**src/rtl/i2c_arb_pkg.sv**
```systemverilog
// Shared types and default timing constants for the two-requester I2C transaction arbiter.
package i2c_arb_pkg;

    typedef enum logic [2:0] {
        IDLE,
        ARB,
        MRST,
        START,
        WAIT_ACK,
        STOP,
        RESP
    } arbState_t;

    localparam int START_HOLD = 4;
    localparam int RST_HOLD   = 2;
    localparam int TIMEOUT    = 1023;

    // One counter times every phase, so it must hold the largest limit.
    function automatic int cntWidth(input int a, input int b, input int c);
        int m;
        m = a;
        if (b > m) m = b;
        if (c > m) m = c;
        return (m < 1) ? 1 : $clog2(m + 1);
    endfunction

endpackage

```
**src/rtl/i2c_ack_sync.sv**
```systemverilog
// Brings the master's ack flag into the refresh_clk domain and emits a one-cycle pulse per rising edge.
module i2c_ack_sync
    import i2c_arb_pkg::*;
(
    input  logic refresh_clk,
    input  logic reset,
    input  logic i_ack,
    output logic o_rise
);

    logic [1:0] r_sync;
    logic       r_prev;

    always_ff @(posedge refresh_clk or negedge reset) begin
        if (!reset) begin
            r_sync <= 2'b00;
            r_prev <= 1'b0;
        end else begin
            r_sync <= {r_sync[0], i_ack};
            r_prev <= r_sync[1];
        end
    end

    assign o_rise = r_sync[1] & ~r_prev;

endmodule

```
**src/rtl/i2c_txn_arbiter.sv**
```systemverilog
// Round-robin arbiter that sequences single-byte transactions from two requesters onto one I2C master.
// Optional WAIT_ACK watchdog enabled by defining I2C_ARB_TIMEOUT_EN.
module i2c_txn_arbiter
    import i2c_arb_pkg::*;
#(
    parameter int START_HOLD = i2c_arb_pkg::START_HOLD,
    parameter int RST_HOLD   = i2c_arb_pkg::RST_HOLD,
    parameter int TIMEOUT    = i2c_arb_pkg::TIMEOUT
) (
    input  logic       refresh_clk,
    input  logic       reset,
    input  logic [1:0] req_valid,
    input  logic [6:0] req_addr0,
    input  logic [6:0] req_addr1,
    input  logic [7:0] req_data0,
    input  logic [7:0] req_data1,
    input  logic [1:0] req_rw,
    output logic [1:0] grant,
    output logic [1:0] rsp_valid,
    output logic [7:0] rsp_data,
    output logic       rsp_err,
    output logic       busy,
    output logic       m_rst_n,
    output logic       m_en,
    output logic       m_start,
    output logic       m_stop,
    output logic       m_repeat_start,
    output logic       m_mode,
    output logic [6:0] m_address,
    output logic [7:0] m_register,
    input  logic [7:0] m_out,
    input  logic       m_ack
);

    localparam int                CNT_W      = cntWidth(START_HOLD, RST_HOLD, TIMEOUT);
    localparam logic [CNT_W-1:0] RST_LAST   = CNT_W'(RST_HOLD - 1);
    localparam logic [CNT_W-1:0] START_LAST = CNT_W'(START_HOLD - 1);
`ifdef I2C_ARB_TIMEOUT_EN
    localparam logic [CNT_W-1:0] TIMEOUT_LAST = CNT_W'(TIMEOUT - 1);
`endif

    arbState_t        r_state;
    logic [CNT_W-1:0] r_cnt;
    logic             r_ackSeen;
    logic             r_lastGrant;
    logic [1:0]       r_grant;
    logic [1:0]       r_rspValid;
    logic [7:0]       r_rspData;
    logic             r_busy;
    logic             r_mRstN;
    logic             r_mEn;
    logic             r_mStart;
    logic             r_mStop;
    logic             r_mMode;
    logic [6:0]       r_address;
    logic [7:0]       r_register;
`ifdef I2C_ARB_TIMEOUT_EN
    logic             r_rspErr;
`endif

    logic w_ackRise;
    logic w_pick1;

    i2c_ack_sync u_ackSync (
        .refresh_clk (refresh_clk),
        .reset       (reset),
        .i_ack       (m_ack),
        .o_rise      (w_ackRise)
    );

    // Requester 1 wins when it is the only one asking, or when both ask and 0 went last.
    assign w_pick1 = req_valid[1] & (~req_valid[0] | ~r_lastGrant);

    always_ff @(posedge refresh_clk or negedge reset) begin
        if (!reset) begin
            r_state     <= IDLE;
            r_cnt       <= '0;
            r_ackSeen   <= 1'b0;
            r_lastGrant <= 1'b1;
            r_grant     <= 2'b00;
            r_rspValid  <= 2'b00;
            r_rspData   <= 8'h00;
            r_busy      <= 1'b0;
            r_mRstN     <= 1'b0;
            r_mEn       <= 1'b0;
            r_mStart    <= 1'b0;
            r_mStop     <= 1'b0;
            r_mMode     <= 1'b0;
            r_address   <= 7'h00;
            r_register  <= 8'h00;
`ifdef I2C_ARB_TIMEOUT_EN
            r_rspErr    <= 1'b0;
`endif
        end else begin
            r_rspValid <= 2'b00;
            case (r_state)
                IDLE: begin
                    if (|req_valid) begin
                        r_state <= ARB;
                        r_busy  <= 1'b1;
                    end
                end
                ARB: begin
                    r_cnt     <= '0;
                    r_ackSeen <= 1'b0;
                    if (|req_valid) begin
                        r_grant    <= w_pick1 ? 2'b10 : 2'b01;
                        r_address  <= w_pick1 ? req_addr1 : req_addr0;
                        r_register <= w_pick1 ? req_data1 : req_data0;
                        r_mMode    <= w_pick1 ? req_rw[1] : req_rw[0];
                        r_mRstN    <= 1'b0;
                        r_state    <= MRST;
                    end else begin
                        r_busy  <= 1'b0;
                        r_state <= IDLE;
                    end
                end
                MRST: begin
                    if (r_cnt == RST_LAST) begin
                        r_cnt    <= '0;
                        r_mRstN  <= 1'b1;
                        r_mEn    <= 1'b1;
                        r_mStart <= 1'b1;
                        r_mStop  <= 1'b1;
                        r_state  <= START;
                    end else begin
                        r_cnt <= r_cnt + 1'b1;
                    end
                end
                START: begin
                    if (r_cnt == START_LAST) begin
                        r_cnt    <= '0;
                        r_mStart <= 1'b0;
                        r_state  <= WAIT_ACK;
                    end else begin
                        r_cnt <= r_cnt + 1'b1;
                    end
                end
                // First ack edge is the address phase, the second closes the data byte.
                WAIT_ACK: begin
                    if (w_ackRise && r_ackSeen) begin
                        r_mEn   <= 1'b0;
                        r_state <= STOP;
                    end
`ifdef I2C_ARB_TIMEOUT_EN
                    else if (r_cnt == TIMEOUT_LAST) begin
                        r_mEn    <= 1'b0;
                        r_rspErr <= 1'b1;
                        r_state  <= STOP;
                    end
`endif
                    else if (w_ackRise) begin
                        r_ackSeen <= 1'b1;
                    end
`ifdef I2C_ARB_TIMEOUT_EN
                    r_cnt <= r_cnt + 1'b1;
`endif
                end
                STOP: begin
                    r_mStop    <= 1'b0;
                    r_rspValid <= r_grant;
`ifdef I2C_ARB_TIMEOUT_EN
                    r_rspData  <= (r_mMode && !r_rspErr) ? m_out : 8'h00;
`else
                    r_rspData  <= r_mMode ? m_out : 8'h00;
`endif
                    r_state    <= RESP;
                end
                RESP: begin
                    r_lastGrant <= r_grant[1];
                    r_grant     <= 2'b00;
                    r_busy      <= 1'b0;
`ifdef I2C_ARB_TIMEOUT_EN
                    r_rspErr    <= 1'b0;
`endif
                    r_state     <= IDLE;
                end
                default: begin
                    r_state <= IDLE;
                end
            endcase
        end
    end

    assign grant          = r_grant;
    assign rsp_valid      = r_rspValid;
    assign rsp_data       = r_rspData;
    assign busy           = r_busy;
    assign m_rst_n        = r_mRstN;
    assign m_en           = r_mEn;
    assign m_start        = r_mStart;
    assign m_stop         = r_mStop;
    assign m_repeat_start = 1'b0;
    assign m_mode         = r_mMode;
    assign m_address      = r_address;
    assign m_register     = r_register;
`ifdef I2C_ARB_TIMEOUT_EN
    assign rsp_err        = r_rspErr;
`else
    assign rsp_err        = 1'b0;
`endif

endmodule

```
**config.mk**
```make
export PLATFORM = sky130hd
export DESIGN_NAME = i2c_txn_arbiter
export DESIGN_NICKNAME = d
export VERILOG_FILES = /design/src/rtl/i2c_arb_pkg.sv /design/src/rtl/i2c_ack_sync.sv /design/src/rtl/i2c_txn_arbiter.sv
export SDC_FILE = /design/constraint.sdc
export NUM_CORES = 1
export LEC_CHECK = 0
export ABC_AREA = 1
export BUFFER_PORTS_ARGS = -buffer_cell sky130_fd_sc_hd__buf_2
export CAP_MARGIN = 30
export CORE_MARGIN = 4
export CORE_UTILIZATION = 30
export CTS_BUF_LIST = sky130_fd_sc_hd__clkbuf_8
export CTS_CLUSTER_SIZE = 8
export DETAILED_ROUTE_END_ITERATION = 16
export HOLD_SLACK_MARGIN = 0.02
export PLACE_DENSITY = 0.5
export SYNTH_ARGS = -nofsm -noshare
export SYNTH_HDL_FRONTEND = slang
export SYNTH_SLANG_ARGS = --single-unit
```
**constraint.sdc**
```tcl
create_clock -name refresh_clk -period 1.25 [get_ports refresh_clk]
set_input_delay 0.25 -clock refresh_clk [delete_from_list [all_inputs] [get_ports refresh_clk]]
set_output_delay 0.25 -clock refresh_clk [all_outputs]
set_load 0.005 [all_outputs]
```
---- After elaboration in Yosys (flattened, before gate mapping) ----
Index checks and enable logic that the tools add are counted.
storage, ports and cells
  bits in registers ....................... 51
  bits in latches ......................... 0
  RAM bits ................................ 0
  bits in read-only memories .............. 0
  output and inout port bits .............. 35
  memories kept ........................... 0
operators by class
  add/subtract/negate cells ............... 1
  multiply operators ...................... 0
  divide/modulo/power cells ............... 0
  $lt $le $gt $ge ......................... 0
  equal/unequal tests ..................... 16
  shift-type cells ........................ 0
  mux-type cells .......................... 31
  bitwise operators ....................... 6
  reductions and logical operators ........ 20
operator list
  kind                     number
  $pmux W10 S3             1
  $mux W10                 2
  $pmux W3 S6              1
  $mux W8                  2
  $ne A2 B2 Y1 const B     8
  $reduce_and A3 Y1        5
  $mux W3                  4
  $reduce_bool A2 Y1       6
  $add A10 B1 Y10 const B  1
  $eq A10 B1 Y1 const B    1
  $eq A10 B2 Y1 const B    1
  $pmux W1 S2              5
  $eq A3 B3 Y1 const B     3
  $mux W1                  9
  $mux W2                  4
  $mux W7                  1
  $eq A3 B2 Y1 const B     2
  $reduce_and A2 Y1        3
  $reduce_bool A3 Y1       2
  $pmux W2 S2              1
  $reduce_and A4 Y1        1
  $eq A3 B1 Y1 const B     1
  $logic_not A3 Y1         1
  $not A1 Y1               3
  other kinds (5)          6

---- Longest topological paths before layout ----
Gate-level depths: netlist (run 1).
  depth after elaboration ................. 6
  depth in mapped cells ................... 8
  gate-level depth less buffers ........... 8

---- By module ----
A second synthesis (run 1) with hierarchy kept.
unflattened totals
  cell total of the unflattened synthesis .. 294
  area, all modules ....................... 2536.2 um2
by module, submodules not included
  module           times used  cells an instance  area an instance (um2)  seq. area each (um2)
  i2c_txn_arbiter  1           289                2451.1                  1202.4
  i2c_ack_sync     1           5                  85.1                    75.1

---- Least setup slack after synthesis (run 1) ----
Ideal clock, no wire load.
  kind .................................... register to register
  start point ............................. register r_cnt[0]
  end point ............................... register r_cnt[1]
  library setup time ...................... 130 ps
  arrival time ............................ 1178 ps
  required time ........................... 1120 ps
  setup slack ............................. -58 ps
  cell stages (with the launch flop) ...... 7
  buffers on the path ..................... 0
  cells stage by stage .................... dfrtp_1 ha_1 nand3_1 o21bai_4 nand2_4 nand2_1 o21ai_0
between the ends
  word-level cells in the longest chain between the ends .. 3
  elaborated cells on any way between the ends .. 6
  classes of those cells .................. add/sub (1); eq/ne (2); mux (3)
ends and longest elaborated chain
  item                                           line                                            RTL
  start: declaration                             i2c_txn_arbiter.sv:43                           logic [CNT_W-1:0] r_cnt;
  start signal: assignment                       i2c_txn_arbiter.sv:127                          r_cnt <= r_cnt + 1'b1;
  start signal: assignment                       i2c_txn_arbiter.sv:136                          r_cnt <= r_cnt + 1'b1;
  $add A10 B1 Y10, or another cell as far along  i2c_txn_arbiter.sv:127, i2c_txn_arbiter.sv:136
  $mux W10 (on tied branches)                    i2c_txn_arbiter.sv:131, i2c_txn_arbiter.sv:119
  $pmux W10 S3 (*)                               i2c_txn_arbiter.sv:96                           case (r_state)
Mark *: on every way between the ends. The rest lies on a longest branch, timed or not.
A chain may end at the register's enable or synchronous reset.

---- Final worst setup path (run 1) ----
  start point ............................. register r_cnt[1]
  end point ............................... register r_cnt[0]
between the ends
  word-level cells in the longest chain between the ends .. 3
  elaborated cells on any way between the ends .. 5
  classes of those cells .................. eq/ne (2); mux (3)
ends and longest elaborated chain
  item                                                   line
  $eq A10 B2 Y1 / $eq A10 B1 Y1 (equally long branches)  i2c_txn_arbiter.sv:131, i2c_txn_arbiter.sv:119
  $mux W10 (on tied branches)                            i2c_txn_arbiter.sv:131, i2c_txn_arbiter.sv:119
  $pmux W10 S3 (*)                                       i2c_txn_arbiter.sv:96
Marked as above.

==> results by group, run 1 <==
Power
  – Leakage: 1.95 nW
  – Total power: 8.02 mW
  – Max VDD drop: 0.000890 V
  – PD cells: 2070 nW/um^2

Run status
  – Failing checks: setup timing
  – Status: complete, but fails checks

Clock network
  – Clock Tree Buf Depth: 2
  – H-tree depth: 2
  – CTS tree: yes
  – Sink Count: 51
  – Clock-pin slew on the worst setup and hold paths: 0.10 ns
  – Root buffer cell: clkbuf_8
  – Inserted Clock Buffers: 5
  – Clock Latency Late Sink: 0.30 ns

Placed design
  – IO buf count: 77
  – HPWL after DPL: 4570 microns
  – Placed Area: 3220 sq um
  – RePlAce Congestion: 0.903

Setup path
  – WS Path Type: reg -> reg
  – CP peak stage delay: 0.44 ns
  – CP max FO: 5
  – Crit path launch type: flip-flop
  – Worst Path Buf+Inv: 1
  – Worst r2r src: r_cnt[1]
  – CP Data Arrival Time: 1.62 ns
  – CP delay by family, top: flip-flops
  – Endpoint class of the critical path: flip-flop
  – Crit path cell chain: inv_2 > ha_4 > nand3_4 > o21ai_4 > nand2_4 > nor2_4 > nor2_2
  – Critical path launch point: r_cnt[1]
  – Req. time, crit path: 1.45 ns
  – Cell with the largest stage delay on the worst path: dfrtp_1

Hold path
  – Hold path start: m_ack
  – Min-delay worst type: in -> reg

STA
  – RSZ-0062 raised after global routing: yes
  – Hold WS: 0.0517 ns
  – Clk_skew: 0.00538 ns
  – Final hold violation count: 0
  – Max Slew Vio Count: 0
  – F_max: 0.708 GHz
  – Final worst slack: -0.162 ns
  – Final Setup Violations: 32
  – Fin crit share: 113%
  – Min Tclk post-route: 1.41 ns

Floorplanning
  – Core outline area: 7850 sq um
  – I/O pin total: 80
  – Die width: 98.7 microns
  – Die Y-Extent: 98.7 microns
  – Starting Density: 31.5%
  – DIE AREA: 9740 sq um
  – Num rows: 32

Detailed routing
  – DRC violations left: 0
  – Mean routed wirelength per cell: 12.8 microns
  – Post-Route WL: 6870 microns
  – Via density: 4.49
  – First drt pass iteration count: 4
  – Vias: 2416
  – Iteration-0 DRC Markers: 104
  – Antenna-violating nets left: 0

Synthesis
  – Seq cells post-synth: 51
  – Mapped Avg Cell Area: 8.26 sq um
  – Ys async rst share: 100%
  – Register area share after synthesis: 51.7%
  – Post-Syn Instances: 299
  – Number of enable-type register cells in the synthesized netlist: 0
  – YS warnings: 0
  – Mapped Area: 2470 sq um
  – Post-synth top flop: dfrtp_1
  – Distinct cells, synth: 30

Global routing
  – Global-route wire length before repair: 11000 microns
  – Vias in the first global route: 2443
  – GRT Util Overall: 13.8%
  – Largest net degree at the start of global routing: 52
  – Gr ovfl total: 0
  – Initial antenna violation count: 0

Layout
  – Layout cells sized above 1: 51.6%
  – Most common cell after layout, fill and taps aside: buf_2
  – Nets: 482
  – Area grow syn2layout: 56.7%
  – Final Cell Area: 3870 sq um
  – Diode count: 0
  – Most frequent cells in the layout: buf_2 (77), nand2_1 (52), buf_4 (47)
  – Fillers: 802

Flow run
  – MaxCap Viol Count: 0
## stage by stage
stage	setup slack, ns	util, %	std cells	setup TNS, ns
floorplan	-0.0208	-	300	-0.109
global placement	-0.128	41.1	507	-2.61
detailed placement	-0.156	41.1	507	-2.60
CTS	-0.120	45.8	529	-1.97
global route	-0.249	49.3	538	-4.84
finish	-0.162	49.3	538	-2.59
## logic make-up after synthesis
group	count (synthesis)	synth area share (%)
simple gates	140	24.9
compound gates	63	14.2
flops	51	51.7
buf+inv	40	7.25
xor+xnor	2	0.710
fa+ha+maj	2	1.01
other cells	1	0.152
## cell usage after synthesis, types with 3 or more instances
| library cell | number | share of area (%) |
|---|---|---|
| a21oi_1 | 3 | 0.61 |
| buf_4 | 3 | 0.91 |
| dfrtp_1 | 50 | 51 |
| inv_1 | 28 | 4.3 |
| nand2_1 | 73 | 11 |
| nand2_2 | 4 | 1.0 |
| nand3_1 | 9 | 1.8 |
| nand3_2 | 4 | 1.6 |
| nand4_1 | 7 | 1.8 |
| nor2_1 | 34 | 5.2 |
| nor2_2 | 6 | 1.5 |
| o21ai_0 | 31 | 6.3 |
| o21ai_1 | 22 | 4.5 |
## worst paths after layout
| kind | to | slack [ns] | cells past startpoint |
|---|---|---|---|
| worst max-delay path | r_cnt[0] | -0.16 | 7 |
| worst min-delay path | u_ackSync.r_sync[0] | 0.05 | 1 |
| worst max register to register | r_cnt[0] | -0.16 | 7 |
| worst min register to register | u_ackSync.r_sync[1] | 0.36 | 0 |
| max in group asynchronous | r_lastGrant | 0.51 | 3 |
| min in group asynchronous | m_address[4] | 0.45 | 3 |
## state kept, by name, summed over array words and instances (netlist names)
register and count:
r_lastGrant 1, m_address 7, rsp_valid 2, m_start 1, u_ackSync.r_prev 1, m_mode 1, grant 2, m_en 1
u_ackSync.r_sync 2, m_register 8, r_ackSeen 1, m_stop 1, m_rst_n 1, rsp_data 8, r_state 3, r_cnt 10
busy 1
## power by group
group | leakage (nW) | switching, mW | total (mW) | internal (mW)
sequential | 0.642 | 0.515 | 2.78 | 2.26
clock | 0.0474 | 0.563 | 1.02 | 0.453
combinational | 1.26 | 2.15 | 4.23 | 2.08
total | 1.95 | 3.23 | 8.02 | 4.79
## metal layers
layer / up-vias / wire length, microns / GRT usage (%)
met1: 1100 / 3070 / 18.0
li1: 1235 / - / -
met3: 12 / 386 / 2.90
met4: 0 / 102 / 4.31
met2: 69 / 3310 / 22.9
met5: - / 0 / 0
## what timing repair did
action | 4_1_cts | 5_1_grt
pin swaps | 8 | 18
setup endpoints to repair | 44 | 46
hold buffers | 1 | 0
buffers inserted | 8 | 12
cloned | 5 | 0
gates resized for setup | 54 | 67
hold endpoints to repair | 50 | 0
## cell type report
| type | instances | area (sq um) | area share, % |
|---|---|---|---|
| Timing Repair Buffer | 135 | 893 | 23.1 |
| Clock inverter | 2 | 16.3 | 0.420 |
| Inverter | 30 | 129 | 3.33 |
| Sequential cell | 51 | 1280 | 33.2 |
| Tap cell | 102 | 128 | 3.30 |
| Multi-Input combinational cell | 210 | 1310 | 34.0 |
| Timing Repair inverter | 2 | 23.8 | 0.614 |
| Clock buffer | 6 | 82.6 | 2.13 |
## worst register-to-register path, stage by stage, from the launching register on
cell     delay, ns
dfrtp_1       0.44
inv_2         0.10
ha_4          0.14
nand3_4       0.09
o21ai_4       0.28
nand2_4       0.14
nor2_4        0.10
nor2_2        0.04
(Power assumes the default switching activity.)
==> run 2: changes to the inputs <==
CORE_MARGIN = default   (was 4)
==> run 2 against run 1 <==
Net effect: the run still ends with setup timing left; wire length fell by 6.5%; via count fell by 1.1%; clock skew fell by 0.0023 ns; fmax rose by 0.64%; register-to-register slack barely moved; critical path depth did not move; largest power group unchanged; non-clock buffer count fell by 8; first-iteration DRC count fell by 20%; largest cell class is now flip-flops and latches; sequential cell count did not move; global-route usage rose by 1.5 points; setup slack improved by 0.0090 ns; critical endpoint is now r_state[2]; combinational power fell by 11%.
==> results by group, run 2 (synthesis results as in run 1) <==
Run status
  – Status: complete, but fails checks
  – Failing checks: setup timing

Layout
  – Most common cell after layout, fill and taps aside: buf_2
  – Layout cells sized above 1: 47.2%
  – Fillers: 802
  – Most frequent cells in the layout: buf_2 (77), nand2_1 (67), dfrtp_1 (45)
  – Nets: 474
  – Area grow syn2layout: 49.3%
  – Finished Core Util: 47.0%
  – Diode count: 0
  – Largest register by flop count: r_cnt
  – Flip-flop count of the largest register after layout: 10
  – Non-Filler Instances: 530

Clock network
  – Clock Tree Buf Depth: 2
  – Root buffer cell: clkbuf_8
  – CTS tree: yes
  – Inserted Clock Buffers: 5
  – H-tree depth: 2
  – Clock Latency Late Sink: 0.31 ns
  – Clock-pin slew on the worst setup and hold paths: 0.09 ns
  – Sink Count: 51

Global routing
  – Initial antenna violation count: 0
  – GRT Util Overall: 15.3%
  – Vias in the first global route: 2248
  – Gr ovfl total: 0
  – Global-route wire length before repair: 10400 microns
  – Largest net degree at the start of global routing: 52

Power
  – Max VDD drop: 0.000734 V
  – PD cells: 2010 nW/um^2
  – Leakage: 1.89 nW

Placed design
  – HPWL after DPL: 4320 microns
  – IO buf count: 77
  – Placed cell count: 506
  – RePlAce Congestion: 0.803

Detailed routing
  – First drt pass iteration count: 5
  – Mean routed wirelength per cell: 12.1 microns
  – Antenna-violating nets left: 0
  – Vias: 2389
  – Post-Route WL: 6420 microns
  – Iteration-0 DRC Markers: 83
  – Via density: 4.51
  – DRC violations left: 0

Hold path
  – Hold path start: m_ack
  – Min-delay worst type: in -> reg

Setup path
  – Worst r2r src: r_cnt[1]
  – CP endpoint: r_state[2]
  – Critical path launch point: r_cnt[1]
  – CP Data Arrival Time: 1.65 ns
  – R2R setup slack: -0.15 ns
  – WS Path Type: reg -> reg
  – Worst r2r path cells: 7
  – Req. time, crit path: 1.50 ns
  – Terminus of the critical flop-to-flop path: r_state[2]
  – Crit path launch type: flip-flop
  – CP max FO: 4
  – Endpoint class of the critical path: flip-flop

STA
  – F_max: 0.713 GHz
  – Final worst slack: -0.153 ns
  – Clk_skew: 0.00307 ns
  – Final Setup Violations: 27
  – RSZ-0062 raised after global routing: yes
  – Min Tclk post-route: 1.40 ns
  – Final hold violation count: 0
  – Fin crit share: 112%
  – Max Slew Vio Count: 0

Floorplanning
  – Die width: 92.7 microns
  – I/O pin total: 80
  – DIE AREA: 8600 sq um
  – Die Y-Extent: 92.7 microns
  – Core outline area: 7850 sq um
  – Starting Density: 31.5%
  – Num rows: 32

Flow run
  – MaxCap Viol Count: 0
## run 2: where the power goes
part	switching, mW	internal [mW]	total [mW]
logic	2.01	1.77	3.78
clock network	0.576	0.396	0.972
registers	0.406	2.26	2.67
total	2.99	4.42	7.42
## run 2: stage by stage
| stage | hold slack, ns | worst slack [ns] | instance area (sq um) | total power [mW] | setup TNS, ns |
|---|---|---|---|---|---|
| 2_1_floorplan | -0.0456 | -0.0208 | 2480 | 4.31 | -0.109 |
| 3_3_place_gp | 0.265 | -0.110 | 3220 | 5.60 | -2.15 |
| 3_5_place_dp | 0.269 | -0.156 | 3220 | 5.64 | -2.76 |
| 4_1_cts | 0.0346 | -0.148 | 3440 | 6.96 | -1.85 |
| 5_1_grt | 0.0325 | -0.210 | 3680 | 8.03 | -4.19 |
| 6_report | 0.0472 | -0.153 | 3680 | 7.42 | -1.60 |
## run 2: worst min path at each step
stage / slack (ns) / endpoint / cells past startpoint
after floorplan: -0.05 / busy / 0
after global placement: 0.26 / m_address[0] / 2
after detailed placement: 0.27 / m_address[1] / 2
after CTS: 0.03 / u_ackSync.r_sync[0] / 1
after global routing: 0.03 / u_ackSync.r_sync[0] / 1
final: 0.05 / u_ackSync.r_sync[0] / 1
## run 2: repair_timing
item,in CTS,in global routing
setup buffers,5,7
hold buffers,1,0
resized for setup,30,63
pin swaps,6,20
endpoints found under the hold margin,50,0
cloned,2,1
setup endpoints to repair,45,46
## run 2: cell type report
class                           count  area, sq um  share of cell area (%)
Sequential cell                    51         1280                    34.8
Timing Repair inverter              2         12.5                   0.340
Clock inverter                      3         18.8                   0.509
Clock buffer                        5         68.8                    1.87
Tap cell                          102          128                    3.46
Inverter                           30          124                    3.36
Multi-Input combinational cell    210         1240                    33.7
Timing Repair Buffer              127          810                    22.0
## run 2: worst max-delay path, stage by stage (launching register included)
cell     delay (ns)
dfrtp_2        0.45
inv_2          0.09
ha_4           0.13
nand3_4        0.09
o21ai_4        0.24
buf_6          0.14
nand4_1        0.09
nand2_1        0.11
## run 2: routing by layer
| metal | up-vias | global-route usage (%) | share of wire (%) | routed length, microns |
|---|---|---|---|---|
| met3 | 8 | 3.86 | 5.4 | 347 |
| li1 | 1223 | - | - | - |
| met2 | 67 | 25.1 | 48 | 3080 |
| met1 | 1091 | 20.0 | 45 | 2910 |
| met4 | 0 | 4.23 | 1.4 | 88 |
| met5 | - | 0 | 0 | 0 |
==> run 3: changes to the inputs <==
CORE_MARGIN = 5   (was default)
SKIP_LAST_GASP = 1   (was default)
SYNTH_HIERARCHICAL = 1   (was default)
==> run 3 against run 2 <==
Net effect: the flow still finishes with violations (setup timing); critical endpoint is now m_address[4]; sequential power rose by 3%; register-to-register slack improved by 0.07 ns; highest routed layer unchanged; fmax is 5.3% higher; non-clock buffer count grew 1; critical path type unchanged; largest power group unchanged.
==> results by group, run 3 <==
Floorplanning
  – Core outline area: 8220 sq um
  – DIE AREA: 10400 sq um
  – Starting Density: 30.9%
  – I/O pin total: 80
  – Die width: 102 microns
  – Die Y-Extent: 102 microns
  – Num rows: 33

Detailed routing
  – DRC violations left: 0
  – Via density: 4.61
  – Vias: 2437
  – First drt pass iteration count: 4
  – Mean routed wirelength per cell: 13.4 microns
  – Post-Route WL: 7100 microns
  – Iteration-0 DRC Markers: 102
  – Antenna-violating nets left: 0

Power
  – Max VDD drop: 0.000818 V
  – Cell-internal power: 5.24 mW
  – Combinational Power Share: 55.2%
  – NetSw: 3.54 mW
  – Sw frac: 40.3%
  – Flop pwr share: 31.5%
  – PD cells: 2200 nW/um^2
  – Leakage: 1.92 nW
  – Power share of the clock group: 13.3%

Layout
  – Finished Core Util: 48.5%
  – Most common cell after layout, fill and taps aside: buf_2
  – Largest register by flop count: r_cnt
  – Non-Filler Instances: 529
  – Most frequent cells in the layout: buf_2 (77), nand2_1 (63), dfrtp_1 (46)
  – Fillers: 820
  – Flip-flop count of the largest register after layout: 10
  – Layout cells sized above 1: 55.0%
  – Area grow syn2layout: 57.0%
  – Final Cell Area: 3980 sq um
  – Nets: 470
  – Diode count: 0

STA
  – F_max: 0.750 GHz
  – Final Setup Violations: 26
  – Min Tclk post-route: 1.33 ns
  – Clk_skew: 0.00689 ns
  – RSZ-0062 raised after global routing: yes
  – Max Slew Vio Count: 0
  – Final worst slack: -0.0829 ns
  – Fin crit share: 107%
  – Final hold violation count: 0

Setup path
  – Worst Path Buf+Inv: 1
  – CP delay by family, top: flip-flops
  – CP max FO: 8
  – Crit path cell chain: nor3_4 > o21ai_4 > clkbuf_16 > a21oi_4 > a21oi_2
  – WS Path Type: reg -> reg
  – CP Data Arrival Time: 1.53 ns
  – Cell with the largest stage delay on the worst path: dfrtp_2
  – Req. time, crit path: 1.45 ns
  – CP peak stage delay: 0.49 ns
  – Endpoint class of the critical path: flip-flop
  – Crit path launch type: flip-flop

Placed design
  – Placed Area: 3240 sq um
  – HPWL after DPL: 4740 microns
  – IO buf count: 77
  – RePlAce Congestion: 0.798
  – DP Worst Slack: -0.193 ns
  – Placed cell count: 499

Clock network
  – CTS tree: yes
  – Sink Count: 51
  – Clock-pin slew on the worst setup and hold paths: 0.09 ns
  – H-tree depth: 2
  – Clock Tree Buf Depth: 2
  – Clock Latency Late Sink: 0.31 ns
  – Inserted Clock Buffers: 5
  – Root buffer cell: clkbuf_8

Global routing
  – Vias in the first global route: 2467
  – Global-route wire length before repair: 11500 microns
  – Gr ovfl total: 0
  – GRT Util Overall: 13.7%
  – Initial antenna violation count: 0
  – Largest net degree at the start of global routing: 52

Run status
  – Status: complete, but fails checks
  – Failing checks: setup timing

Synthesis
  – Mapped Avg Cell Area: 8.63 sq um
  – Top-count cell post-synth: nand2_1
  – Synth area leader: dfrtp_1
  – Top cells by count, synth: nand2_1 (76), dfrtp_1 (50), nor2_1 (35)
  – Distinct cells, synth: 31
  – Post-synth top flop: dfrtp_1
  – Ys async rst share: 100%
  – Number of enable-type register cells in the synthesized netlist: 0
  – Synth area leaders: dfrtp_1 (49%), nand2_1 (11%), a21oi_2 (6.9%)
  – Post-Syn Instances: 294
  – Seq cells post-synth: 51
  – Register area share after synthesis: 50.4%
  – YS warnings: 6
  – Top-area cell type share of the netlist area: 49.3%
  – Mapped Area: 2540 sq um

Hold path
  – Min-delay worst type: in -> reg

Flow run
  – MaxCap Viol Count: 0
[run 3: metal layers]
metal,share of wire [%],track usage (%),vias up
li1,-,-,1215
met1,45,18.2,1142
met2,46,21.8,70
met3,7.5,3.96,10
met4,1.4,4.44,0
met5,0,0,-
[run 3: metrics by stage]
step | setup TNS [ns] | hold slack (ns) | power (mW)
6_report | -1.65 | 0.0472 | 8.78
3_5_place_dp | -4.49 | 0.270 | 6.10
4_1_cts | -1.34 | 0.0348 | 8.01
5_1_grt | -4.01 | 0.0278 | 9.47
3_3_place_gp | -4.08 | 0.270 | 6.08
2_1_floorplan | 0 | -0.0456 | 4.62
[run 3: area by class of cell]
class                      count  area [sq um]  share of cell area [%]
timing repair inverter         1          16.3                   0.408
clock inverter                 3          43.8                    1.10
sequential                    51          1280                    32.2
multi-input combinational    212          1450                    36.4
inverter                      24           105                    2.64
tap                          105           131                    3.30
timing repair buffer         128           886                    22.2
clock buffer                   5          68.8                    1.73
[run 3: kinds of logic after synthesis]
group                      share of synthesized area, %
adders and majority gates                         0.987
DFF                                                50.4
buffers and inverters                              7.20
and+or+nand+nor                                    22.7
xor gates and xnor gates                          0.691
AOI/OAI and AO/OA                                  17.9
other                                             0.148
[run 3: final timing paths]
path                       cells past startpoint                  end                start  slack (ns)
max in group asynchronous                      3          r_lastGrant                reset        0.51
max                                            5         m_address[4]           r_state[2]       -0.08
max reg2reg                                    5         m_address[4]           r_state[2]       -0.08
min                                            1  u_ackSync/r_sync[0]                m_ack        0.05
min reg2reg                                    0  u_ackSync/r_sync[1]  u_ackSync/r_sync[0]        0.36
min in group asynchronous                      3             r_cnt[2]                reset        0.44
[run 3: power groups by stage]
stage               Combinational, mW  Clock, mW  Sequential, mW
floorplan                        1.94          0            2.68
global placement                 3.34          0            2.75
detailed placement               3.36          0            2.75
CTS                              4.06       1.21            2.74
global route                     5.37       1.26            2.84
finish                           4.85       1.16            2.76
[run 3: repair_timing]
item,4_1_cts,5_1_grt
cloned,3,2
gates resized for setup,44,77
buffers inserted,12,6
hold buffers,1,0
hold endpoints to repair,50,0
endpoints found under the setup margin,47,45
pin swaps,16,24
